--- src/rtl/syscall_read_string_pkg.sv ---
// Shared definitions for the read-string syscall service: FSM states,
// syscall service codes and the console line terminator.
package syscall_read_string_pkg;

  typedef enum logic [1:0] {
    ST_IDLE  = 2'd0,
    ST_RECV  = 2'd1,
    ST_FLUSH = 2'd2,
    ST_DONE  = 2'd3
  } state_t;

  localparam logic [31:0] SYS_READ_STRING  = 32'd8;
  localparam logic [31:0] SYS_PRINT_STRING = 32'd4;
  localparam logic [7:0]  NEWLINE          = 8'h0A;

endpackage

--- src/rtl/syscall_read_string_byte_packer.sv ---
// Little-endian byte-to-word packer: collects bytes into lanes 0..3 and
// keeps unused lanes zero so the current word doubles as a padded flush word.
module byte_packer (
  input  logic        clk,
  input  logic        rst_n,
  input  logic        clr,
  input  logic        push,
  input  logic [7:0]  din,
  output logic [31:0] word,
  output logic [31:0] merged,
  output logic        full
);

  logic [31:0] buf_q;
  logic [1:0]  lane_q;

  always_comb begin
    merged = buf_q;
    merged[{lane_q, 3'b000} +: 8] = din;
    full = (lane_q == 2'd3);
    word = buf_q;
  end

  // A push into lane 3 hands the merged word to the writer and restarts empty.
  always_ff @(posedge clk or negedge rst_n) begin
    if (!rst_n) begin
      buf_q  <= '0;
      lane_q <= '0;
    end else if (clr) begin
      buf_q  <= '0;
      lane_q <= '0;
    end else if (push) begin
      if (full) begin
        buf_q  <= '0;
        lane_q <= '0;
      end else begin
        buf_q  <= merged;
        lane_q <= lane_q + 2'd1;
      end
    end
  end

endmodule

--- src/rtl/syscall_read_string.sv ---
// Read-string syscall ($v0==8): streams console bytes into word memory.
// Optional SYSCALL_ECHO_EN adds a registered echo of every accepted byte.
module syscall_read_string
  import syscall_read_string_pkg::*;
(
  input  logic        clk,
  input  logic        rst_n,
  input  logic        sys,
  input  logic [31:0] regv,
  input  logic [31:0] rega,
  input  logic [31:0] regb,
  input  logic        in_valid,
  input  logic [7:0]  in_data,
  output logic        in_ready,
  output logic        mem_we,
  output logic [31:0] mem_addr,
  output logic [31:0] mem_wdata,
  output logic        busy,
  output logic        done
`ifdef SYSCALL_ECHO_EN
  ,
  output logic        echo_valid,
  output logic [7:0]  echo_data
`endif
);

  state_t      state, state_nx;
  logic        sys_q;
  logic [31:0] addr_q, len_q, cnt_q, cnt_nx;
  logic        start, accept, is_nl, store, flush_now;
  logic [31:0] pk_word, pk_merged;
  logic        pk_full;

  assign start     = (state == ST_IDLE) && sys && !sys_q && (regv == SYS_READ_STRING);
  assign accept    = (state == ST_RECV) && in_valid;
  assign is_nl     = (in_data == NEWLINE);
  assign store     = accept && !is_nl;
  assign cnt_nx    = cnt_q + 32'd1;
  assign flush_now = (state == ST_FLUSH);

  byte_packer u_packer (
    .clk    (clk),
    .rst_n  (rst_n),
    .clr    (start || flush_now),
    .push   (store),
    .din    (in_data),
    .word   (pk_word),
    .merged (pk_merged),
    .full   (pk_full)
  );

  always_ff @(posedge clk or negedge rst_n) begin
    if (!rst_n) state <= ST_IDLE;
    else        state <= state_nx;
  end

  always_comb begin
    state_nx = state;
    in_ready = 1'b0;
    busy     = 1'b0;
    done     = 1'b0;
    case (state)
      ST_IDLE: begin
        if (start) begin
          if (regb == 32'd0)      state_nx = ST_DONE;
          else if (regb == 32'd1) state_nx = ST_FLUSH;
          else                    state_nx = ST_RECV;
        end
      end
      ST_RECV: begin
        in_ready = 1'b1;
        busy     = 1'b1;
        if (accept && (is_nl || cnt_nx == len_q - 32'd1)) state_nx = ST_FLUSH;
      end
      ST_FLUSH: begin
        busy     = 1'b1;
        state_nx = ST_DONE;
      end
      ST_DONE: begin
        done     = 1'b1;
        state_nx = ST_IDLE;
      end
      default: state_nx = ST_IDLE;
    endcase
  end

  // Lane-3 writes and the flush write never coincide: FLUSH accepts no bytes.
  always_ff @(posedge clk or negedge rst_n) begin
    if (!rst_n) begin
      sys_q     <= 1'b0;
      addr_q    <= '0;
      len_q     <= '0;
      cnt_q     <= '0;
      mem_we    <= 1'b0;
      mem_addr  <= '0;
      mem_wdata <= '0;
    end else begin
      sys_q  <= sys;
      mem_we <= 1'b0;
      if (start) begin
        addr_q <= rega;
        len_q  <= regb;
        cnt_q  <= '0;
      end
      if (store) begin
        cnt_q <= cnt_nx;
        if (pk_full) begin
          mem_we    <= 1'b1;
          mem_addr  <= addr_q;
          mem_wdata <= pk_merged;
          addr_q    <= addr_q + 32'd1;
        end
      end
      if (flush_now) begin
        mem_we    <= 1'b1;
        mem_addr  <= addr_q;
        mem_wdata <= pk_word;
      end
    end
  end

`ifdef SYSCALL_ECHO_EN
  always_ff @(posedge clk or negedge rst_n) begin
    if (!rst_n) begin
      echo_valid <= 1'b0;
      echo_data  <= '0;
    end else begin
      echo_valid <= accept;
      if (accept) echo_data <= in_data;
    end
  end
`endif

endmodule

--- config.mk ---
export PLATFORM = sky130hd
export DESIGN_NAME = syscall_read_string
export DESIGN_NICKNAME = d
export VERILOG_FILES = /design/src/rtl/syscall_read_string_pkg.sv /design/src/rtl/syscall_read_string_byte_packer.sv /design/src/rtl/syscall_read_string.sv
export SDC_FILE = /design/constraint.sdc
export NUM_CORES = 1
export LEC_CHECK = 0
export CAP_MARGIN = 20
export CORE_MARGIN = 5
export CORE_UTILIZATION = 47
export CTS_CLUSTER_SIZE = 30
export DETAILED_ROUTE_END_ITERATION = 8
export PLACE_DENSITY = 0.72
export SYNTH_ARGS = -nofsm -noshare
export SYNTH_HDL_FRONTEND = slang
export SYNTH_SLANG_ARGS = --single-unit
--- constraint.sdc ---
create_clock -name clk -period 4.5 [get_ports clk]
set_input_delay 0.675 -clock clk [delete_from_list [all_inputs] [get_ports clk]]
set_output_delay 0.675 -clock clk [all_outputs]
set_load 0.03 [all_outputs]
==> flow_summary_export.csv, run 1 <==
group,metric,value,unit
synth,ys_seq_elements,198,
finish,drive_gt1_share,10.93,%
sta,tns,0,ps
floorplanning,initial_utilization,47.96,%
sta,skew,15.49,ps
routing,routed-via-count,9359,
routing,wirelength,30.67,mm
cts,htreeDepth,4,
critical_path,path_class,"reg2reg",
finish,nNetsFinal,1389,
run,max-cap-violations,0,
synth,async_flop_share,100.0,%
floorplanning,dieArea,26320,um^2
sta,setup_viol,0,
placement,gp_congestion,0.8941,
critical_path,cp.arrival,3850,ps
finish,fillers,1924,
cts,cts_buffers,17,
sta,fmax,286.4,MHz
routing,drt_iter0_markers,728,
routing,first_pass_iters,5,
synth,synth-seq-area-share,45.49,%
sta,setup_ws,1008,ps
cts,tritoncts,"yes",
floorplanning,die_y,162.2,um
sta,rsz0062_at_grt,"no",
cts,cts.path.max_buffers,2,
finish,fin_util,59.88,%
cts,cts_sinks,198,
routing,ant_nets,0,
grt,grt_usage,23.23,%
synth,postSynthAreaPerCell,9.751,um^2
cts,cts_setup_buffers,0,
synth,yosysWarnings,0,
synth,yosys_most_used_dff,"dfrtp_1",
synth,netlist_area,10890,um^2
synth,syn_inst,1117,
floorplanning,rows,55,
synth,synth.distinct_cells,68,
cts,clock_latency,450,ps
cts,clock-root-buffer,"clkbuf_16",
routing,drc,0,
sta,timing.final.crit_share,77.60,%
cts,holdBufCountCts,0,
grt,grt_start_max_net_pins,109,
status,status,"finished, final reports clean",
synth,synth-edff-count,0,
floorplanning,core,22710,um^2
floorplanning,die_x,162.2,um
critical_path,critPathMaxFanout,5,
critical_path,crit_path_start_kind,"register",
pwr,power_density,296.2,nW/um^2
critical_path,required,4860,ps
placement,pre_cts_ws,868.7,ps
sta,finalCriticalPeriod,3492,ps
hold_path,hp-class,"in2async",
routing,routedWlPerCell,19.58,um
grt,grt_first_pass_wirelength,49.60,mm
sta,holdWs,344.0,ps
placement,dpl.hpwl,21.53,mm
pwr,p_total,4.028,mW
pwr,ir_drop,257.3,uV
sta,max_slew_margin,28.94,%
pwr,leakage,6.003,nW
finish,syn2layout_area_growth,24.85,%
routing,vias_per_cell,5.976,
grt,grt_pass1_vias,9154,
cts,ctsResizeCount,0,
sta,drv_slew,0,
critical_path,worstSetupEndpointType,"register",
grt,antenna_found_initial,0,
floorplanning,pin_count,176,
sta,finalHoldViolations,0,
cts,path_clk_slew,80,ps
sta,worstMarginPinSlew,1066,ps
placement,numPortBuffers,175,
finish,diodes,0,
synth,syn_nets,1238,
grt,grt.overflow.total,0,
## per-layer routing
metal	vias to the layer above	GRT usage, %	part of all wire [%]
met3	42	4.491	6.7
li1	4376	-	-
met1	4582	33.33	46
met4	0	6.075	1.9
met2	359	36.30	46
met5	-	0	0
## state kept, by name, indices dropped and copies added (netlist names)
name and cells:
state 2, sys_q 1, u_packer.lane_q 2, mem_wdata 32, len_q 32, mem_we 1
cnt_q 32, u_packer.word 32, mem_addr 32, addr_q 32
## Yosys cell counts (all sizes together), types with 5 or more instances
cell type	instances	area, um^2
and3	18	112.6
o22ai	5	31.28
inv	16	60.06
o21ai	59	295.3
nor2	144	556.8
buf	13	61.31
dfrtp	198	4955
a311oi	14	122.6
ha	13	162.7
nor2b	35	219.0
mux2i	8	80.08
nor4	26	192.7
nand2	83	311.6
a221o	30	300.3
xor2	15	131.4
nand3	33	182.7
a31oi	5	31.28
a21oi	57	285.3
nand4	14	123.9
or3	6	37.54
o31ai	17	127.6
xnor2	62	543.0
a22o	29	254.0
a211oi	24	180.2
o41ai	5	70.08
clkbuf	49	183.9
nor3	36	201.5
mux2	62	701.9
## cells by family (layout without fill, tap and decap cells)
kind of cell,count (synthesis),count (layout),synth area share (%)
fa+ha+maj,13,13,1.493
xor+xnor,78,78,6.399
simple gates,425,425,20.21
flops,198,198,45.49
mux,70,70,7.180
compound gates,255,255,16.43
buf+inv,78,242,2.803
## report_power, final
part / internal, mW / leakage, nW / switching (mW)
Combinational: 0.239 / 2.97 / 0.317
Clock: 0.817 / 0.309 / 0.806
Sequential: 1.81 / 2.72 / 0.0400
Total: 2.86 / 6.00 / 1.16
## cell usage in the layout (no fill, tap or decap), types with 6 or more instances in the layout
master           instances
clkdlybuf4s50_1        174
mux2i_1                  8
dfrtp_1                198
nand3_1                 31
nand2_1                 83
xnor2_1                 62
a311oi_1                14
xor2_1                  15
or3_1                    6
a211oi_1                24
nor3_1                  30
a22o_1                  29
mux2_2                  61
inv_1                   16
ha_1                    12
clkbuf_16               17
a221o_1                 30
o31ai_1                 17
nor2b_1                 35
nand4_1                 11
nor2_1                 140
clkinv_8                 7
nor4_1                  24
a21oi_1                 57
and3_1                  18
o21ai_0                 59
buf_4                   19
## worst max-delay path: stages (launching register included)
cell and delay [ps]:
dfrtp_1 430, inv_1 100, ha_1 210, or3b_1 480
nor4_1 330, xnor2_1 260, mux2i_1 120, mux2_2 270
o21ai_0 270, nand4_1 230, o41ai_4 460, mux2i_1 250
## per-stage QoR
step           cells  cell area, um^2
3_5_place_dp    1534            12950
2_1_floorplan   1117            10890
4_1_cts         1566            13600
5_1_grt         1566            13600
6_report        1566            13600
3_3_place_gp    1534            12950
## cell type report
cell class	count	area, um^2	area share, %
clock buffer	17	425.4	3.128
clock inverter	15	217.7	1.601
inverter	16	60.06	0.4417
multi-input combinational	841	5685	41.81
sequential	198	4955	36.44
tap	285	356.6	2.622
timing repair buffer	194	1898	13.96
## worst paths after layout
| path | cells past startpoint | endpoint | start | slack (ps) |
|---|---|---|---|---|
| min in group clk | 1 | cnt_q[31] | cnt_q[31] | 500 |
| max in group asynchronous | 2 | u_packer.word[27] | rst_n | 3150 |
| worst min register to register | 1 | cnt_q[31] | cnt_q[31] | 500 |
| worst max-delay path | 11 | state[1] | len_q[0] | 1010 |
| worst min-delay path | 1 | sys_q | rst_n | 340 |
| worst max register to register | 11 | state[1] | len_q[0] | 1010 |
(Power assumes the default switching activity.)
==> inputs of run 2 (changes only) <==
Settings changed: PLACE_DENSITY 0.72 to 0.74.
Clock period 4.5 ns to 3.2 ns, I/O delays scaled along.
==> run 2 against run 1 <==
  * Register-to-register slack got worse by 910 ps
  * Largest power group unchanged
  * Critical endpoint unchanged
  * Critical path depth stayed put
  * Routed wire length is 4.7% higher
  * Worst setup slack got worse by 910 ps
  * Sequential power increased by 40%
  * Hold slack lost 250 ps
  * Clock power up 37%
  * Design area is 4.8% higher
  * Global-route usage rose by 0.96 points
==> flow_summary_export.csv, run 2 (synthesis gave the netlist of run 1 again) <==
group,metric,value,unit
finish,syn2layout_area_growth,30.81,%
sta,timing.final.crit_share,96.79,%
cts,cts_buffers,17,
sta,holdWs,94.44,ps
pwr,ir_drop,336.0,uV
grt,grt_start_max_net_pins,88,
floorplanning,rows,55,
pwr,power_density,394.9,nW/um^2
cts,cts.path.max_buffers,2,
floorplanning,dieArea,26320,um^2
cts,clock-root-buffer,"clkbuf_16",
cts,path_clk_slew,70,ps
placement,dpl.hpwl,23.14,mm
hold_path,hp-class,"in2async",
finish,nNetsFinal,1456,
critical_path,required,3550,ps
routing,vias_per_cell,5.932,
grt,antenna_found_initial,0,
sta,setup_viol,0,
status,status,"finished, final reports clean",
routing,drt_iter0_markers,691,
pwr,p_total,5.626,mW
run,max-cap-violations,0,
critical_path,path_class,"reg2reg",
floorplanning,initial_utilization,47.96,%
routing,routedWlPerCell,19.66,um
sta,max_slew_margin,42.27,%
floorplanning,pin_count,176,
routing,drc,0,
sta,finalHoldViolations,0,
critical_path,cp.arrival,3450,ps
cts,tritoncts,"yes",
grt,grt_usage,24.18,%
floorplanning,die_x,162.2,um
sta,drv_slew,0,
sta,fmax,322.9,MHz
sta,finalCriticalPeriod,3097,ps
floorplanning,die_y,162.2,um
finish,final_cell_mix,"dfrtp_1 (195), clkdlybuf4s50_1 (174), nor2_1 (140)",
finish,diodes,0,
routing,ant_nets,0,
finish,drive_gt1_share,16.39,%
routing,first_pass_iters,7,
cts,holdBufCountCts,0,
placement,gp_congestion,0.9019,
pwr,leakage,6.382,nW
grt,grt_pass1_vias,9631,
sta,skew,16.61,ps
finish,layout_commonest_cell,"dfrtp_1",
cts,cts_sinks,198,
critical_path,crit_path_start_kind,"register",
sta,worstMarginPinSlew,856.9,ps
critical_path,worstSetupEndpointType,"register",
grt,grt.overflow.total,0,
routing,wirelength,32.10,mm
grt,grt_first_pass_wirelength,51.57,mm
cts,htreeDepth,4,
cts,clock_latency,450,ps
critical_path,critPathMaxFanout,3,
finish,fin_util,62.74,%
floorplanning,core,22710,um^2
placement,numPortBuffers,175,
routing,routed-via-count,9687,
[run 2: timing repair]
action	4_1_cts	5_1_grt
gates cloned	0	0
setup endpoints to repair	2	2
resized for setup	1	16
pin swaps	1	6
setup buffers	2	1
[run 2: routing by layer]
metal / global-route usage [%] / vias up / wire [um]
met4: 6.190 / 0 / 538
met1: 33.30 / 4785 / 14370
met2: 39.92 / 346 / 15330
met5: 0 / - / 0
li1: - / 4516 / -
met3: 4.111 / 40 / 1862
[run 2: worst max-delay path, stage by stage, from the launching register on]
cell and delay [ps]:
dfrtp_1 410, inv_1 160, ha_1 250, nor4b_1 250, and4_1 220, nand3_1 180, nor2_4 170, a2bb2oi_1 310
nand4_1 110, nand4b_1 250, o41ai_4 480, mux2i_1 240
[run 2: report_power, final]
group	internal [mW]	switching (mW)
Sequential	2.54	0.0472
Clock	1.13	1.09
Combinational	0.353	0.459
Total	4.03	1.60
[run 2: path summary, 6_finish.rpt]
kind | endpoint | depth (start not counted) | slack (ps) | start
min in group clk | sys_q | 1 | 510 | sys
worst max register to register | state[1] | 11 | 100 | state[0]
worst max-delay path | state[1] | 11 | 100 | state[0]
worst min-delay path | mem_addr[26] | 1 | 90 | rst_n
max in group asynchronous | u_packer.lane_q[0] | 2 | 2260 | rst_n
worst min register to register | mem_addr[28] | 1 | 510 | mem_addr[28]
[run 2: area by class of cell]
type / instances / area, um^2
clock buffer: 18 / 429.2
clock inverter: 14 / 182.7
fill: 1849 / 8462
inverter: 16 / 60.06
multi-input combinational: 841 / 5772
sequential: 198 / 4959
tap: 285 / 356.6
timing repair buffer: 261 / 2489
[run 2: stage by stage]
| stage | TNS [ps] | cells | setup slack (ps) | cell area [um^2] |
|---|---|---|---|---|
| final | 0 | 1633 | 102.7 | 14250 |
| after detailed placement | -175.1 | 1598 | -92.66 | 13520 |
| after global placement | 0 | 1598 | 116.0 | 13520 |
| after floorplan | 0 | 1117 | 273.5 | 10890 |
| after global routing | -53.57 | 1633 | -37.28 | 14250 |
| after CTS | 0 | 1632 | 55.22 | 14160 |
==> inputs of run 3 (changes only) <==
Settings changed: CORE_MARGIN 5 to not set, PLACE_DENSITY 0.74 to 0.79, TNS_END_PERCENT set to 20.
==> run 3 against run 2 <==
  * Clock skew shrank 4.9 ps
  * Via count grew 0.49%
  * Worst setup slack gained 29 ps
  * Critical endpoint unchanged
  * Largest cell class unchanged
==> flow_summary_export.csv, run 3 (synthesis gave the netlist of run 1 again) <==
group,metric,value,unit
routing,drc,0,
routing,vias_per_cell,5.972,
floorplanning,initial_utilization,47.96,%
finish,drive_gt1_share,15.99,%
sta,drv_slew,0,
critical_path,crit_path_start_kind,"register",
critical_path,cp_slowest_cell,"or3_1",
grt,grt_pass1_vias,9580,
finish,nNetsFinal,1453,
grt,antenna_found_initial,0,
hold_path,hp-class,"in2async",
grt,grt_usage,26.55,%
routing,drt_iter0_markers,744,
placement,gp_congestion,0.9572,
floorplanning,pin_count,176,
finish,fillers,1870,
grt,grt_first_pass_wirelength,50.07,mm
grt,grtUsageMet1,35.94,%
cts,cts.path.max_buffers,2,
finish,layout_commonest_cell,"dfrtp_1",
finish,final_cell_mix,"dfrtp_1 (198), clkdlybuf4s50_1 (174), nor2_1 (140)",
critical_path,required,3560,ps
cts,cts_sinks,198,
critical_path,worstSetupEndpointType,"register",
cts,tritoncts,"yes",
floorplanning,die_y,154.2,um
critical_path,cp.buffers_inverters,0,
sta,max_slew_margin,46.91,%
critical_path,critPathMaxFanout,4,
sta,finalHoldViolations,0,
routing,ant_nets,0,
critical_path,crit_chain,"ha_1 > nand3_4 > or3_1 > nor2_8 > xnor2_1 > mux2_4 > mux2i_1 > nand4_1 > o41ai_4 > mux2i_1",
finish,syn2layout_area_growth,30.75,%
grt,grt.overflow.total,0,
pwr,ir_drop,341.6,uV
critical_path,crit_family,"simple AND/OR/NAND/NOR gates",
finish,fin_area,14240,um^2
sta,worstMarginPinSlew,788.1,ps
cts,clock-root-buffer,"clkbuf_16",
sta,fmax,326.0,MHz
placement,numPortBuffers,175,
routing,routedWlPerCell,18.97,um
status,status,"finished, final reports clean",
sta,skew,11.70,ps
sta,rsz0062_at_grt,"no",
floorplanning,dieArea,23790,um^2
pwr,power_density,395.1,nW/um^2
critical_path,crit_path_max_incr_delay,520,ps
placement,placed_cell_area,13510,um^2
routing,wirelength,30.92,mm
cts,path_clk_slew,80,ps
sta,tns,0,ps
grt,grt_start_max_net_pins,84,
cts,clock_latency,440,ps
sta,timing.final.crit_share,95.87,%
grt,grt_use_met2,44.00,%
cts,htreeDepth,4,
floorplanning,die_x,154.2,um
finish,diodes,0,
grt,top_usage_layer,"met2",
placement,dpl.hpwl,22.07,mm
critical_path,cp.arrival,3420,ps
run,max-cap-violations,0,
sta,setup_viol,0,
sta,setup_ws,132.2,ps
grt,globalRouteMet3Util,4.035,%
sta,finalCriticalPeriod,3068,ps
critical_path,worstReg2RegStart,"cnt_q[1]",
cts,holdBufCountCts,0,
floorplanning,core,22710,um^2
critical_path,path_class,"reg2reg",
cts,cts_buffers,17,
pwr,leakage,6.363,nW
critical_path,crit_top_cell,"mux2i_1",
placement,pre_cts_ws,27.27,ps
floorplanning,rows,55,
routing,first_pass_iters,5,
critical_path,setup.worst_path.start,"cnt_q[1]",
routing,routed-via-count,9734,
[run 3: changes by cell type in the layout (fill, tap and decap cells not counted), moves of 3 or more]
cell	change
buf_4	-4
inv_8	-4
clkinv_8	+3
dfrtp_1	+3
dfrtp_2	-3
[run 3: path summary, 6_finish.rpt]
path	to	slack, ps	depth (start not counted)
min reg2reg	mem_addr[24]	510	1
max	state[1]	130	10
min in group clk	sys_q	500	1
max reg2reg	state[1]	130	10
max in group asynchronous	mem_addr[31]	2300	2
min	len_q[15]	70	1
[run 3: cell type report]
| type | instances | area, um^2 | share of cell area, % |
|---|---|---|---|
| multi-input cells | 841 | 5769 | 40.51 |
| well taps | 285 | 356.6 | 2.504 |
| clock buffers | 18 | 439.2 | 3.084 |
| repair buffers | 258 | 2479 | 17.40 |
| flip-flops and latches | 198 | 4955 | 34.79 |
| inverters | 16 | 60.06 | 0.4217 |
| clock inverters | 14 | 182.7 | 1.283 |
[run 3: metal layers]
layer	up-vias	wire [um]
met3	31	2028
met1	4836	13380
met2	349	15020
met4	0	492
li1	4518	-
met5	-	0
[run 3: power by group]
| part | switching [mW] | total, mW | leakage [nW] | internal, mW |
|---|---|---|---|---|
| clock network | 1.12 | 2.20 | 0.299 | 1.09 |
| logic | 0.474 | 0.829 | 3.34 | 0.355 |
| registers | 0.0494 | 2.59 | 2.72 | 2.54 |
| total | 1.64 | 5.63 | 6.36 | 3.98 |
[run 3: worst reg2reg max path: cells and delay by family, from the launching register on]
family	cells	cell delay, ps
AOI/OAI and AO/OA	1	430
xor gates and xnor gates	1	180
adders and majority gates	1	280
DFF	1	360
muxes	3	750
and+or+nand+nor	4	1000
[run 3: timing repair]
action | in CTS | in global routing
setup buffers | 0 | 3
endpoints found under the setup margin | 0 | 2
resized for setup | 0 | 13
[run 3: per-stage QoR]
step / power, mW / hold slack, ps / std cells / utilization, %
finish: 5.627 / 65.84 / 1630 / 62.71
global route: 5.856 / 116.0 / 1630 / 62.71
CTS: 5.664 / 95.25 / 1627 / 62.24
detailed placement: 3.458 / 492.8 / 1595 / 59.50
global placement: 3.423 / 472.1 / 1595 / 59.50
floorplan: 3.050 / 184.4 / 1117 / -
